**config.mk**
```make
export PLATFORM = sky130hd
export DESIGN_NAME = apb_master_bridge
export DESIGN_NICKNAME = d
export VERILOG_FILES = /design/src/rtl/apb_master_pkg.sv /design/src/rtl/apb_timeout_counter.sv /design/src/rtl/apb_master_bridge.sv
export SDC_FILE = /design/constraint.sdc
export NUM_CORES = 1
export LEC_CHECK = 0
export BUFFER_PORTS_ARGS = -buffer_cell sky130_fd_sc_hd__buf_2
export CAP_MARGIN = 20
export CORE_MARGIN = 1
export CORE_UTILIZATION = 44
export DETAILED_ROUTE_END_ITERATION = 16
export GPL_TIMING_DRIVEN = 0
export PLACE_DENSITY = 0.79
export SLEW_MARGIN = 20
export SYNTH_ARGS = -nofsm -noshare
export SYNTH_HDL_FRONTEND = slang
export SYNTH_SLANG_ARGS = --single-unit
```
**constraint.sdc**
```tcl
create_clock -name pclk -period 2.1 [get_ports pclk]
set_input_delay 0.105 -clock pclk [delete_from_list [all_inputs] [get_ports pclk]]
set_output_delay 0.105 -clock pclk [all_outputs]
set_load 0.01 [all_outputs]
```
**src/rtl/apb_master_pkg.sv**
```systemverilog
// Shared types for the APB master bridge: FSM states, response payload and timeout counter width.
package apb_master_pkg;

    localparam int TIMEOUT_CNT_W = 16;
    localparam int RSP_DATA_W    = 32;

    typedef enum logic [1:0] {IDLE, SETUP, ACCESS, RESP} apb_state_t;

    typedef struct packed {
        logic [RSP_DATA_W-1:0] rdata;
        logic                  err;
    } apb_rsp_t;

endpackage

```
**src/rtl/apb_timeout_counter.sv**
```systemverilog
// Wait-state counter for the APB ACCESS phase; o_expired flags that the count has reached the limit.
module apb_timeout_counter
    import apb_master_pkg::*;
(
    input  logic                     i_clk,
    input  logic                     i_rst,
    input  logic                     i_clear,
    input  logic                     i_enable,
    input  logic [TIMEOUT_CNT_W-1:0] i_limit,
    output logic                     o_expired
);

    logic [TIMEOUT_CNT_W-1:0] r_cnt;

    // Holds at the limit so a late pready can never see a wrapped count.
    always_ff @(posedge i_clk) begin
        if (i_rst || i_clear) begin
            r_cnt <= '0;
        end else if (i_enable && !o_expired) begin
            r_cnt <= r_cnt + TIMEOUT_CNT_W'(1);
        end
    end

    assign o_expired = (r_cnt == i_limit);

endmodule

```
**src/rtl/apb_master_bridge.sv**
```systemverilog
// Valid/ready command stream to APB SETUP/ACCESS transfers, one outstanding transfer at a time.
// Define APB_TIMEOUT_EN to abort ACCESS after TIMEOUT_CYCLES wait states.
module apb_master_bridge
    import apb_master_pkg::*;
#(
    parameter int ADDR_W         = 32,
    parameter int DATA_W         = 32,
    parameter int TIMEOUT_CYCLES = 255
) (
    input  logic              pclk,
    input  logic              rst,
    input  logic              cmd_valid,
    output logic              cmd_ready,
    input  logic              cmd_write,
    input  logic [ADDR_W-1:0] cmd_addr,
    input  logic [DATA_W-1:0] cmd_wdata,
    output logic              rsp_valid,
    input  logic              rsp_ready,
    output logic [DATA_W-1:0] rsp_rdata,
    output logic              rsp_err,
    output logic [ADDR_W-1:0] paddr,
    output logic              psel,
    output logic              penable,
    output logic              pwrite,
    output logic [DATA_W-1:0] pwdata,
    input  logic [DATA_W-1:0] prdata,
    input  logic              pready,
    input  logic              pslverr,
    output logic              busy
);

    if (DATA_W != RSP_DATA_W || TIMEOUT_CYCLES < 1 || TIMEOUT_CYCLES > 65535) begin : g_param_chk
        $error("apb_master_bridge: unsupported DATA_W or TIMEOUT_CYCLES");
    end

    apb_state_t        r_state;
    apb_state_t        w_state_nxt;
    logic [ADDR_W-1:0] r_paddr;
    logic              r_pwrite;
    logic [DATA_W-1:0] r_pwdata;
    apb_rsp_t          r_rsp;
    logic              w_accept;
    logic              w_expired;

    assign w_accept = (r_state == IDLE) && cmd_valid;

`ifdef APB_TIMEOUT_EN
    apb_timeout_counter u_timeout (
        .i_clk     (pclk),
        .i_rst     (rst),
        .i_clear   (r_state == SETUP),
        .i_enable  ((r_state == ACCESS) && !pready),
        .i_limit   (TIMEOUT_CNT_W'(TIMEOUT_CYCLES)),
        .o_expired (w_expired)
    );
`else
    assign w_expired = 1'b0;
`endif

    always_comb begin
        w_state_nxt = r_state;
        case (r_state)
            IDLE:    if (cmd_valid)            w_state_nxt = SETUP;
            SETUP:                             w_state_nxt = ACCESS;
            ACCESS:  if (pready || w_expired)  w_state_nxt = RESP;
            RESP:    if (rsp_ready)            w_state_nxt = IDLE;
            default:                           w_state_nxt = IDLE;
        endcase
    end

    always_ff @(posedge pclk) begin
        if (rst) begin
            r_state  <= IDLE;
            r_paddr  <= '0;
            r_pwrite <= 1'b0;
            r_pwdata <= '0;
            r_rsp    <= '0;
        end else begin
            r_state <= w_state_nxt;
            if (w_accept) begin
                r_paddr  <= cmd_addr;
                r_pwrite <= cmd_write;
                r_pwdata <= cmd_wdata;
            end
            // pready beats the timeout when both land in the same cycle.
            if (r_state == ACCESS) begin
                if (pready) begin
                    r_rsp.rdata <= r_pwrite ? '0 : prdata;
                    r_rsp.err   <= pslverr;
                end else if (w_expired) begin
                    r_rsp.rdata <= '0;
                    r_rsp.err   <= 1'b1;
                end
            end
        end
    end

    assign cmd_ready = (r_state == IDLE) && !rst;
    assign psel      = (r_state == SETUP) || (r_state == ACCESS);
    assign penable   = (r_state == ACCESS);
    assign busy      = (r_state != IDLE);
    assign rsp_valid = (r_state == RESP);
    assign paddr     = r_paddr;
    assign pwrite    = r_pwrite;
    assign pwdata    = r_pwdata;
    assign rsp_rdata = r_rsp.rdata;
    assign rsp_err   = r_rsp.err;

endmodule

```
======== Word level (Yosys, flattened, before mapping) ========
Cells that the tools add are included.
storage, ports and cells
  register bits after elaboration ......... 100
  input port bits ......................... 103
  word-level logic and storage cells ...... 25
cells by class
  equal/unequal tests ..................... 6
  muxes and demuxes ....................... 5
  reductions and logical operators ........ 8
operators with widths
  kind                                                                      count
  32-bit 2-to-1 mux                                                         1
  2-bit one-hot mux with 4 select lines                                     1
  2-bit 2-to-1 mux                                                          3
  2-bit equality test (second input constant)                               2
  2-bit by 1-bit inequality test with 1-bit output (second input constant)  2
  3-bit AND reduction                                                       1
  2-bit by 1-bit equality test with 1-bit output (second input constant)    1
  1-bit logical AND                                                         2
  2-bit logical NOT                                                         1
  2-bit inequality test (second input constant)                             1
  2-bit AND reduction                                                       1
  2-bit nonzero test                                                        1
  1-bit logical NOT                                                         1
  1-bit logical OR                                                          1

======== Depth between registers and ports, before layout ========
  depth in word-level cells ............... 3
  mapped depth ............................ 7
  mapped depth without buffers ............ 5

======== Least setup slack after synthesis ========
Ideal clock, no wire load.
  path kind ............................... register to register
  start ................................... reg r_state[0]
  end ..................................... reg r_state[0]
  arrival time ............................ 1.412 ns
  data required time ...................... 1.984 ns
  path slack .............................. 0.571 ns
  cell stages (with the launch flop) ...... 6
  path buffers ............................ 1
  path through ............................ dfxtp_1 -> inv_1 -> ha_1 -> buf_6 -> or4_1 -> o211a_1
on the way
  longest elaborated chain between the ends .. 3
  elaborated cells between the ends (all ways) .. 9
  those cells by class .................... eq/ne (6); mux (1); reduce/logical (2)
RTL lines
  item                                                               line                     source
  start, declared                                                    apb_master_bridge.sv:36  apb_state_t r_state;
  start signal, assigned                                             apb_master_bridge.sv:79  r_state <= w_state_nxt;
  2-bit equality test (*)                                            --
  via penable                                                        apb_master_bridge.sv:23  output logic penable,
  2-bit by 1-bit inequality test with 1-bit output (no source line)  --
  3-bit AND reduction (no source line)                               --
Mark *: on every way through the listed nets, which the timed path passes. The rest lies on a longest branch.
A chain may end at the register's enable or synchronous reset.

======== Worst setup path after layout ========
  start ................................... reg r_state[0]
  end ..................................... reg r_pwdata[20], in the netlist pwdata[20]
on the way
  longest elaborated chain between the ends .. 2
RTL lines
  item                  line                     source
  2-bit logical NOT     apb_master_bridge.sv:45  assign w_accept = (r_state == IDLE) && cmd_valid;
  1-bit logical AND     apb_master_bridge.sv:45
  end signal, assigned  apb_master_bridge.sv:83  r_pwdata <= cmd_wdata;
  end, declared         apb_master_bridge.sv:40  logic [DATA_W-1:0] r_pwdata;
Every way passes these cells.

==> impl_metrics.csv <==
group,metric,value,unit
finish,diodes,0,
routing,met2WireLength,6414,µm
floorplanning,design.core.area,8217,µm²
floorplanning,std_cell_rows,33,
clock_tree,clkLatencyLatePin,360,ps
place,place.gp.congestion,0.8059,
routing,met3_length,773,µm
clock_tree,cts_max_level,3,
clock_tree,cts_root_buf,"clkbuf_8",
timing,slew_viol_final,0,
critical_path,worstPathRequired,2360,ps
floorplanning,die_w,94.04,µm
synthesis,yosysSeqAreaShare,53.71,%
place,dpl.hpwl,7886,µm
critical_path,crit_fanout,10,
routing,top_layer_used,"met4",
floorplanning,dieArea,8844,µm²
routing,viasPerCell,5.036,
grt,grt_overflow,0,
clock_tree,cts.reportedPaths.clkPinSlew,100,ps
finish,num-fill-cells,662,
finish,multi_input_area,1514,µm²
synthesis,synth-seq-cells,100,
timing,rsz0062_at_grt,"no",
timing,setup_viol,0,
power_and_ir_drop,powerDensity,910.4,nW/µm²
finish,layout-area-overhead-vs-synth,52.94,%
run,drv_cap,0,
clock_tree,cts_buffers,9,
routing,first_pass_iters,5,
grt,antenna_found_initial,0,
floorplanning,ios,206,
routing,m1WireLength,4601,µm
critical_path,crit_arrival,1960,ps
clock_tree,ctsResizeCount,0,
timing,hold_viol_final,0,
synthesis,synth_top_area_cell,"dfxtp_1",
grt,grt_max_degree,17,
timing,slew_headroom,62.89,%
worst_hold_path,hold_class,"in2reg",
synthesis,ys_warn_count,0,
timing,worst_clock_skew,9.137,ps
power_and_ir_drop,p_leak,0.002635,µW
synthesis,synth_top_area_share,53.71,%
place,io_buffers,203,
synthesis,yosys.cell_types.count,19,
routing,ant_nets,0,
finish,fin_area,5700,µm²
timing,tightest_slew,556.7,ps
routing,dr.first_iter.drc_count,162,
synthesis,synth_cells,454,
critical_path,crit_type,"reg2reg",
grt,grt_pass1_vias,4133,
routing,routed_wirelength,12220,µm
routing,vias,4240,
clock_tree,cts_sinks,100,
timing,setup-tns-final,0,ps
synthesis,syn-num-nets,561,
clock_tree,cts_buffer_depth,2,
synthesis,netlist_area,3727,µm²
timing,min_period,1698,ps
synthesis,syn_area_per_cell,8.210,µm²
finish,final_common_cell,"buf_2",
floorplanning,die_h,94.04,µm
critical_path,critical_path.startpoint_type,"flip-flop",
routing,drc,0,
timing,fin_crit_sh,80.88,%
routing,wl_per_cell,14.51,µm
finish,regArea,2002,µm²
finish,layout-drive-gt1-share,32.70,%
place,dpl-instance-area,4875,µm²
outcome,outcome,"finished, final reports clean",
grt,grt_pass1_wl,18590,µm
finish,final_cell_mix,"buf_2, nand2_1, dfxtp_1",
finish,fin_nets,840,
clock_tree,cts_tree,"built",
floorplanning,start_util,45.36,%
synthesis,synth_area_leaders,"dfxtp_1, nand2_1, a21oi_1",
grt,grt.total_usage,27.06,%
timing,fmax,588.8,MHz
critical_path,endpoint_kind,"flip-flop",
power_and_ir_drop,vdd_drop_max,0.6607,mV
==> area by class of cell <==
class,instances,area share (%)
Inverter,4,0.2634
Clock inverter,5,0.6585
Buffer,39,3.446
Clock buffer,10,2.414
Tap cell,105,2.305
Timing Repair Buffer,268,29.24
Sequential cell,100,35.12
Multi-Input combinational cell,311,26.56
==> logic make-up (layout without fill, tap and decap cells) <==
logic type | after synthesis | count (layout) | share of synthesized area (%)
multiplexers | 1 | 1 | 0.2686
adder cells (fa/ha/maj) | 4 | 4 | 1.343
AND/OR/NAND/NOR | 207 | 207 | 25.58
flip-flops | 100 | 100 | 53.71
AO/OA/AOI/OAI | 99 | 99 | 13.43
buffers and inverters | 43 | 326 | 5.673
==> stage by stage <==
step                util [%]  power (µW)  worst slack (ps)  hold slack, ps  instances
finish                 69.38        5190             401.6           14.35        842
CTS                    69.38        5162             468.9          0.1916        842
global placement       59.33        3895             571.2           346.2        762
floorplan                  -        3318             571.4           241.0        454
global route           69.38        5459             301.4           3.070        842
detailed placement     59.33        3956             529.1           351.0        762
==> power by group <==
group	internal (µW)	total (µW)	switching [µW]
Clock	462	1130	665
Sequential	2200	2350	157
Combinational	716	1710	993
Total	3380	5190	1810
==> flip-flops by register name (all words and copies together) (netlist names) <==
signal,cells
paddr,32
pwdata,32
pwrite,1
r_state,2
rsp_err,1
rsp_rdata,32
==> worst paths after layout <==
kind | from | end | slack, ps | depth (start not counted)
setup / recovery | r_state[0] | pwdata[20] | 400 | 7
hold / removal | prdata[25] | rsp_rdata[25] | 10 | 3
setup reg to reg | r_state[0] | pwdata[20] | 400 | 7
hold reg to reg | rsp_rdata[0] | rsp_rdata[0] | 450 | 2
==> what timing repair did <==
item | in CTS | in global routing
endpoints found under the hold margin | 65 | 0
setup buffers | 0 | 0
hold buffers | 65 | 0
==> synthesized netlist by cell type <==
| master | number |
|---|---|
| buf_4 | 6 |
| mux2i_1 | 1 |
| inv_1 | 4 |
| nand3_1 | 1 |
| ha_1 | 4 |
| and2_1 | 1 |
| a21oi_1 | 98 |
| nor3_1 | 1 |
| nand4b_1 | 32 |
| dfxtp_1 | 100 |
| nor2_1 | 1 |
| nor2b_1 | 3 |
| buf_1 | 1 |
| nand2_1 | 167 |
| or4_1 | 1 |
| buf_2 | 16 |
| buf_6 | 1 |
| clkbuf_1 | 15 |
| o211a_1 | 1 |
==> critical path, stage by stage, from the launching register on <==
cell and delay (ps):
dfxtp_1 380, inv_1 90, ha_1 250, nand2_1 90, buf_2 220, buf_2 260, nand2_1 90, a21oi_1 220
==> metal layers <==
metal / GRT usage, % / vias to the layer above
met5: 0 / -
met4: 12.56 / 0
met3: 6.796 / 39
met2: 50.67 / 172
met1: 27.94 / 1968
li1: - / 2061
Power figures use the tool's default switching activity.
